--- config.mk ---
export PLATFORM = sky130hd
export DESIGN_NAME = cram_diag_loader
export DESIGN_NICKNAME = d
export VERILOG_FILES = /design/src/rtl/cram_diag_loader_pkg.sv /design/src/rtl/cram_diag_step_mux.sv /design/src/rtl/cram_diag_loader.sv
export SDC_FILE = /design/constraint.sdc
export NUM_CORES = 1
export LEC_CHECK = 0
export BUFFER_PORTS_ARGS = -buffer_cell sky130_fd_sc_hd__buf_2
export CAP_MARGIN = 40
export CORE_MARGIN = 3
export CORE_UTILIZATION = 35
export DETAILED_ROUTE_END_ITERATION = 7
export GPL_TIMING_DRIVEN = 1
export SYNTH_ARGS = -nofsm -noshare
export SYNTH_HDL_FRONTEND = slang
export SYNTH_SLANG_ARGS = --single-unit
--- constraint.sdc ---
create_clock -name clk -period 2.5 [get_ports clk]
set_input_delay 0.25 -clock clk [delete_from_list [all_inputs] [get_ports clk]]
set_output_delay 0.25 -clock clk [all_outputs]
set_load 0.03 [all_outputs]
--- src/rtl/cram_diag_loader_pkg.sv ---
// Purpose: shared types and constants for the CRAM diagnostic-function loader.
// Latency: n/a (package only).
// Backpressure: n/a.
// Contents: loader state enum, EBUS diag function codes, CRAM geometry and a
// helper that folds a microword into its 20-bit chunk checksum.
package cram_diag_loader_pkg;

    localparam int CRAM_WORD_BITS = 80;
    localparam int CRAM_ADR_BITS  = 11;
    localparam int DIAG_DATA_BITS = 36;
    localparam int CHUNK_BITS     = 20;

    // Last index of the six-function write sequence.
    localparam logic [2:0] LAST_STEP = 3'd5;

    localparam logic [6:0] DIAG_LDADR_HI = 7'o052;
    localparam logic [6:0] DIAG_LDADR_LO = 7'o051;
    localparam logic [6:0] DIAG_WR_00_19 = 7'o057;
    localparam logic [6:0] DIAG_WR_20_39 = 7'o056;
    localparam logic [6:0] DIAG_WR_40_59 = 7'o055;
    localparam logic [6:0] DIAG_WR_60_79 = 7'o054;

    // ABORTED is the one-cycle cancel state that sits between an abort and IDLE.
    typedef enum logic [2:0] {
        IDLE,
        SETUP,
        STROBE,
        HOLD,
        DONE,
        ABORTED
    } tCramLdState;

    // XOR of the four 20-bit chunks of a microword; bit 0 is the MSB (DEC numbering).
    function automatic logic [CHUNK_BITS-1:0] word_chunk_xor(input logic [0:CRAM_WORD_BITS-1] w);
        return w[0:19] ^ w[20:39] ^ w[40:59] ^ w[60:79];
    endfunction

endpackage

--- src/rtl/cram_diag_step_mux.sv ---
// Purpose: maps the sequence step onto the diag function code and EBUS data.
// Latency: combinational.
// Backpressure: none.
// Ports: step (0..5), adr [0:10], word [0:79] in; func (7-bit octal code), data [0:35] out.
// All vectors use DEC numbering: bit 0 is the most significant bit.
module cram_diag_step_mux
    import cram_diag_loader_pkg::*;
(
    input  logic [2:0]                step,
    input  logic [0:CRAM_ADR_BITS-1]  adr,
    input  logic [0:CRAM_WORD_BITS-1] word,
    output logic [6:0]                func,
    output logic [0:DIAG_DATA_BITS-1] data
);

    always_comb begin
        func = '0;
        data = '0;
        case (step)
            3'd0: begin
                func      = DIAG_LDADR_HI;
                data[1:5] = adr[0:4];
            end
            3'd1: begin
                func      = DIAG_LDADR_LO;
                data[0:5] = adr[5:10];
            end
            3'd2: begin
                func       = DIAG_WR_00_19;
                data[0:19] = word[0:19];
            end
            3'd3: begin
                func       = DIAG_WR_20_39;
                data[0:19] = word[20:39];
            end
            3'd4: begin
                func       = DIAG_WR_40_59;
                data[0:19] = word[40:59];
            end
            3'd5: begin
                func       = DIAG_WR_60_79;
                data[0:19] = word[60:79];
            end
            default: begin
                func = '0;
                data = '0;
            end
        endcase
    end

endmodule

--- src/rtl/cram_diag_loader.sv ---
// Purpose: writes one 80-bit microword into CRAM via six EBUS diag functions (052,051,057,056,055,054).
// Latency: done pulses in cycle 6*(SETUP+STROBE+HOLD)+1 after the accept edge.
// Backpressure: reqReady only in IDLE; a request is held off for the whole load.
// Ports: clk, RESET (sync, active-high); reqValid/reqReady/reqAdr/reqWord request side;
// abort; diagFunc/diagStrobe/diagData to CTL; busy, done, aborted status.
// Optional: CRAM_DIAG_LOADER_STATS_EN adds wordCount (completed loads) and checksum (chunk XOR).
module cram_diag_loader
    import cram_diag_loader_pkg::*;
#(
    parameter int unsigned SETUP_CYCLES  = 1,
    parameter int unsigned STROBE_CYCLES = 2,
    parameter int unsigned HOLD_CYCLES   = 1
) (
    input  logic                      clk,
    input  logic                      RESET,
    input  logic                      reqValid,
    output logic                      reqReady,
    input  logic [0:CRAM_ADR_BITS-1]  reqAdr,
    input  logic [0:CRAM_WORD_BITS-1] reqWord,
    input  logic                      abort,
    output logic [6:0]                diagFunc,
    output logic                      diagStrobe,
    output logic [0:DIAG_DATA_BITS-1] diagData,
    output logic                      busy,
    output logic                      done,
    output logic                      aborted
`ifdef CRAM_DIAG_LOADER_STATS_EN
    ,
    output logic [15:0]               wordCount,
    output logic [CHUNK_BITS-1:0]     checksum
`endif
);

    tCramLdState               state, state_nxt;
    logic [2:0]                step, step_nxt;
    logic [15:0]               cnt, cnt_nxt;
    logic                      latch;
    logic [0:CRAM_ADR_BITS-1]  adr_q;
    logic [0:CRAM_WORD_BITS-1] word_q;
    logic [6:0]                mux_func;
    logic [0:DIAG_DATA_BITS-1] mux_data;

    cram_diag_step_mux u_step_mux (
        .step (step),
        .adr  (adr_q),
        .word (word_q),
        .func (mux_func),
        .data (mux_data)
    );

    always_ff @(posedge clk) begin
        if (RESET) begin
            state  <= IDLE;
            step   <= '0;
            cnt    <= '0;
            adr_q  <= '0;
            word_q <= '0;
        end else begin
            state <= state_nxt;
            step  <= step_nxt;
            cnt   <= cnt_nxt;
            if (latch) begin
                adr_q  <= reqAdr;
                word_q <= reqWord;
            end
        end
    end

    // cnt counts cycles spent in the current phase; every phase ends at its length-1.
    always_comb begin
        state_nxt = state;
        step_nxt  = step;
        cnt_nxt   = cnt;
        latch     = 1'b0;
        case (state)
            IDLE: begin
                if (reqValid) begin
                    state_nxt = SETUP;
                    step_nxt  = '0;
                    cnt_nxt   = '0;
                    latch     = 1'b1;
                end
            end
            SETUP: begin
                if (abort) begin
                    state_nxt = ABORTED;
                end else if (cnt == 16'(SETUP_CYCLES - 1)) begin
                    state_nxt = STROBE;
                    cnt_nxt   = '0;
                end else begin
                    cnt_nxt = cnt + 16'd1;
                end
            end
            STROBE: begin
                if (abort) begin
                    state_nxt = ABORTED;
                end else if (cnt == 16'(STROBE_CYCLES - 1)) begin
                    state_nxt = HOLD;
                    cnt_nxt   = '0;
                end else begin
                    cnt_nxt = cnt + 16'd1;
                end
            end
            HOLD: begin
                // Abort beats the step/sequence completion decided in the same cycle.
                if (abort) begin
                    state_nxt = ABORTED;
                end else if (cnt == 16'(HOLD_CYCLES - 1)) begin
                    cnt_nxt = '0;
                    if (step == LAST_STEP) begin
                        state_nxt = DONE;
                    end else begin
                        state_nxt = SETUP;
                        step_nxt  = step + 3'd1;
                    end
                end else begin
                    cnt_nxt = cnt + 16'd1;
                end
            end
            DONE:    state_nxt = IDLE;
            ABORTED: state_nxt = IDLE;
            default: state_nxt = IDLE;
        endcase
    end

    // Outputs decode straight from registered state, so they change only on clk edges.
    assign reqReady   = (state == IDLE);
    assign busy       = (state == SETUP) || (state == STROBE) || (state == HOLD);
    assign diagStrobe = (state == STROBE);
    assign done       = (state == DONE);
    assign aborted    = (state == ABORTED);
    assign diagFunc   = busy ? mux_func : '0;
    assign diagData   = busy ? mux_data : '0;

`ifdef CRAM_DIAG_LOADER_STATS_EN
    always_ff @(posedge clk) begin
        if (RESET) begin
            wordCount <= '0;
            checksum  <= '0;
        end else if (state == DONE) begin
            wordCount <= wordCount + 16'd1;
            checksum  <= checksum ^ word_chunk_xor(word_q);
        end
    end
`endif

endmodule
Word-level counts from Yosys, hierarchy flattened

Index checks and enable logic that the tools add are counted.

Bits of input ports: 95
Logic and storage cells: 66
Output and inout bits: 48
Flip-flop bits (word level): 113

Muxes and demuxes: 28
Add/subtract/negate cells: 2
Equality and inequality tests: 20
Reduce and logical (&&, ||, !) cells: 11

Operators with widths:

| operator                                                                | count |
|---|---|
| 16-bit two-way mux                                                      | 5 |
| 14-bit one-hot mux with 4 select lines                                  | 1 |
| 16-bit one-hot mux with 3 select lines                                  | 1 |
| 3-bit two-way mux                                                       | 12 |
| 36-bit two-way mux                                                      | 1 |
| 6-bit one-hot mux with 6 select lines                                   | 1 |
| 5-bit one-hot mux with 6 select lines                                   | 1 |
| 16-bit by 1-bit adder with 16-bit output, second input constant         | 1 |
| 16-bit by 1-bit == test with 1-bit output, second input constant        | 1 |
| 16-bit logical NOT                                                      | 1 |
| 3-bit by 2-bit == test with 1-bit output, second input constant         | 4 |
| 3-bit == test, second input constant                                    | 4 |
| 2-bit inequality test, second input constant                            | 6 |
| 3-bit one-hot mux with 4 select lines                                   | 1 |
| 4-bit AND reduction                                                     | 2 |
| 7-bit two-way mux                                                       | 1 |
| 3-bit by 1-bit == test with 1-bit output, second input constant         | 2 |
| 3-bit logical NOT                                                       | 2 |
| 3-bit inequality test, second input constant                            | 2 |
| 3-bit one-hot mux with 2 select lines                                   | 1 |
| 1-bit one-hot mux with 5 select lines                                   | 1 |
| 5-bit AND reduction                                                     | 1 |
| 3-bit by 1-bit adder with 3-bit output, second input constant           | 1 |
| 3-bit by 2-bit inequality test with 1-bit output, second input constant | 1 |
| other kinds (5)                                                         | 7 |

Logic depth before layout (Yosys ltp)

Depth in word-level cells: 5
Depth in mapped cells: 9
Mapped depth without buffers: 7

Cells and area by module

From an unflattened synthesis, not the netlist that was laid out.

Cell total of the unflattened synthesis: 721
Area, all modules: 5,690.5 um^2

Modules (own cells, without submodules):

| module             | cells each | area an instance (um^2) | seq. area each (um^2) | times used |
|---|---|---|---|---|
| cram_diag_loader   | 601        | 4,699.5                 | 2,262.2               | 1 |
| cram_diag_step_mux | 120        | 991.0                   | 0.0                   | 1 |

Least setup slack after synthesis

Ideal clock, no wire load.

Path type: flip-flop to output port
Start: register step[2]
End: output diagFunc[5]
Slack: -4 ps
Data required time: 2,250 ps
Data arrival time: 2,254 ps
Stages on the path, launching flop included: 7
Buffers on the path: 2
Cell sequence: dfxtp_1 -> clkbuf_1 -> inv_1 -> ha_1 -> o41ai_1 -> inv_1 -> buf_4

Longest elaborated chain between the ends: 3
Elaborated cells between the ends (all ways): 8
Classes of those cells: eq/ne (5); mux (2); reduce/logical (1)

RTL lines:

| what                                        | RTL line                 | source |
|---|---|---|
| start, declared                             | cram_diag_loader.sv:35   | `logic [2:0] step, step_nxt;` |
| start signal, assigned                      | cram_diag_loader.sv:60   | `step <= step_nxt;` |
| 3-bit == test, or another cell as far along | cram_diag_step_mux.sv:19 | `case (step)` |
| 6-bit one-hot mux with 6 select lines *     | cram_diag_step_mux.sv:19 |  |
| 7-bit two-way mux *                         | cram_diag_loader.sv:132  | `assign diagFunc = busy ? mux_func : '0;` |
| end, declared                               | cram_diag_loader.sv:21   | `output logic [6:0] diagFunc,` |

Mark *: on every way between the ends. The rest lies on a longest branch, timed or not.

Final worst setup path

Start: register step[0]
End: output diagData[11] (netlist bit)

Longest elaborated chain between the ends: 3
Elaborated cells between the ends (all ways): 6
Classes of those cells: eq/ne (4); mux (2)

RTL lines:

| what                                                                             | RTL line                 | source |
|---|---|---|
| 3-bit == test / 3-bit by 2-bit == test with 1-bit output (equally long branches) | cram_diag_step_mux.sv:19 |  |
| 14-bit one-hot mux with 4 select lines *                                         | cram_diag_step_mux.sv:19 |  |
| 36-bit two-way mux *                                                             | cram_diag_loader.sv:133  | `assign diagData = busy ? mux_data : '0;` |
| end, declared                                                                    | cram_diag_loader.sv:23   | `output logic [0:DIAG_DATA_BITS-1] diagData,` |

Marks and branches as above.

==> impl_results.md <==
* DRT antenna net count at 0
* Tmin final at ~2.4 ns
* Pleak at 2.59 nW
* Post-DR wirelength/cell at 15.0 um
* Post-DP HPWL at 10,300 um
* Max Slew Vio Count at 0
* # DRC at 0
* Vias in the first global route at 4,636
* GRT Util Overall at 17.7%
* TritonCTS buffer count at 17
* Final Util at 46.1%
* Root Driver: clkbuf_16
* YS warnings at 0
* Yosys top cell by area: dfxtp_1
* Worst-Skew Late Latency at 0.42 ns
* Internal power at 3.47 mW
* First-pass GRT wire length at around 23,000 um
* Sequential fraction of design power at 41.5%
* Syn Inst Count at just under 700
* P_sw at 1.32 mW
* Max Buffers Root-to-Sink at 2
* Avg Cell Area, Syn at 7.68 um^2
* CP max stage delay at about 0.38 ns
* Status: finished clean
* Final worst slack at 0.0604 ns
* Levels on crit path at 7
* Row cnt at 43
* Post-CTS Hold Buffers at 0
* Core Region at 14,200 um^2
* Synth async-reset ratio at 0%
* Commonest register cell after synthesis: dfxtp_1
* Sequential area share after synthesis at 43.6%
* Die H at 128 um
* DR pass1 iterations at 6
* IO buf count at 124
* Num ports at about 140
* Worst Setup End Kind: output port
* Simple-Gate Fraction of Synth Area at 22.6%
* Final Cycle Share at 97.6%
* Cell family with most CP delay: buffers and inverters
* Antenna violations before repair at 4
* Synth cell types at 47
* H-tree levels at 4
* CTS tree: done
* Worst Tran Pin Value at about 0.63 ns
* Combinational group share of total power at 12.4%
* Skew final at 0.0108 ns
* Crit path required time at 2.25 ns
* Count leader, synth: nand2_1
* Hold WC Path Type: in2reg
* Initial DRC Count at 404
* Peak Freq at 410 MHz
* Xor and xnor area share after synthesis at 1.18%
* Synth top area cells: dfxtp_1 (44%), nand2_1 (14%), a21oi_1 (11%), a22oi_1 (4.2%), clkbuf_1 (2.9%)
* Fraction of power consumed by the clock network at between 40% and 50%
* Yosys reg bits at 113
* Cells on worst reg2reg path at 7
* Synth Area in Compound Gates at 21.9%
* Largest net degree at the start of global routing at just over 90
* Area Growth Syn to Fin at 26.2%
* Via count at about 5,000
* Final hold vios at 0
* Total grt overflow at 0
* Final #Nets at a little under 900
* Die Wd at 128 um
* Worst slack, placed at 0.249 ns
* WHS at 0.0659 ns
* Largest family of logic cells by synthesized area: simple AND/OR/NAND/NOR gates
* Clk sinks at between 100 and 150
* Yosys top cell area share at 43.6%
* Routed wire length at 14,800 um
* Ratio of cells with drive above 1 in the final layout at 24.4%
* Relative slew slack at a little under three fifths
* CP Cell Sequence: ha_1 > ha_2 > buf_4 > o41ai_4 > buf_6 > a21oi_1 > buf_2
* Starting density of the core at 36.5%
* Synth Cell Area at between 5000 and 6000 um^2
* Critical Path Fanout Max at 11
* Maxcap violations at 0
* Slowest cell on the critical path: o41ai_4
* RePlAce Congestion at 0.830
* Final setup vio count at 0
* Setup_tns at 0 ns
* Mux contribution to synthesized area at 0.820%
* WP buf/inv at 3
* Fill cells at 1,487
* Vias/cell at 5.06
* Hold depth at 3
* CP Data Arrival Time at 2.19 ns
* Die area at roughly 16,000 um^2
* Post-synth EDFFs at 0
* Fin area at 6550 um^2
* Power Density at 731 nW/um^2
* Synth top cells by count: nand2_1 (199), a21oi_1 (114), dfxtp_1 (113)
* Switch share at 27.6%
* Clk pin slew, worst setup/hold paths at 0.06 ns
* Max VDD drop at 0.000514 V
* Post-placement cell area at between 5000 and 6000 um^2
* Startpoint Class: register
* Kind of critical path: reg2out
* Post-synthesis adder-cell area fraction at 1.93%
-- power groups by stage --
| stage | clock (mW) | combinational (mW) | sequential [mW] |
|---|---|---|---|
| 2_1_floorplan | 0 | 0.429 | 2.00 |
| 3_3_place_gp | 0 | 0.589 | 2.02 |
| 3_5_place_dp | 0 | 0.590 | 2.02 |
| 4_1_cts | 2.25 | 0.597 | 1.99 |
| 5_1_grt | 2.33 | 0.662 | 2.00 |
| 6_report | 2.21 | 0.592 | 1.99 |
-- layout make-up --
cell class / instances / area (um^2) / share of cell area (%)
clock buffers: 21 / 470 / 7.18
well taps: 180 / 225 / 3.44
clock inverters: 11 / 80.1 / 1.22
multi-input cells: 500 / 2660 / 40.5
repair buffers: 143 / 803 / 12.3
inverters: 11 / 41.3 / 0.630
diodes: 2 / 5.00 / 0.0764
flip-flops and latches: 113 / 2270 / 34.6
-- through the flow --
| stage | power, mW | instances |
|---|---|---|
| after floorplan | 2.43 | 693 |
| after global placement | 2.61 | 946 |
| after detailed placement | 2.61 | 946 |
| after CTS | 4.83 | 978 |
| after global routing | 4.99 | 980 |
| final | 4.79 | 981 |
-- worst paths after layout --
check                                               end  slack (ns)                    start
worst min-delay path            word_q[29]$_SDFFE_PP0P_        0.07              reqWord[29]
worst max register to register     step[0]$_SDFFE_PP0P_        0.34     step[1]$_SDFFE_PP0P_
worst min register to register  word_q[73]$_SDFFE_PP0P_        0.45  word_q[73]$_SDFFE_PP0P_
worst max-delay path                       diagData[11]        0.06     step[0]$_SDFFE_PP0P_
-- sequential cells by signal, indices dropped and copies added (netlist names) --
name,cells
word_q,80
step,3
cnt,16
state,3
adr_q,11
-- per-layer routing --
layer  share of wire (%)  track usage [%]  vias to the layer above
li1                    -                -                     2518
met1                  46             23.4                     2271
met2                  46             26.6                      149
met3                 6.9             6.46                       24
met4                 1.6             6.62                        6
met5                0.26                0                        -
-- layout by cell type (no fill, tap or decap), drive strengths merged, types with 3 or more instances in the layout --
cell type,count
a22oi,29
xor2,7
or3,4
nor3b,3
a21oi,114
clkinvlp,4
dfxtp,113
nand4,11
nand2,199
clkinv,4
o21a,6
nor2,25
nand3,11
ha,8
o21ai,3
nor3,4
a222oi,9
a31oi,6
clkbuf,22
a211oi,3
and2,6
inv,14
a221oi,3
buf,142
nor4,4
conb,18
-- logic make-up after synthesis --
logic type / count (synthesis)
buf+inv: 81
simple gates: 276
fa+ha+maj: 8
mux: 4
other cells: 1
compound gates: 186
flops: 113
xor+xnor: 7
-- tightest hold or removal path, cell delays in order --
cell and delay (ns):
buf_2 0.09, nand2_1 0.04, a21oi_1 0.05
-- what timing repair did --
action	4_1_cts	5_1_grt
endpoints found under the hold margin	0	0
setup buffers	0	0
pin swaps	3	2
gates cloned	0	1
gates resized for setup	8	9
setup endpoints to repair	23	23
Power figures use the tool's default switching activity.
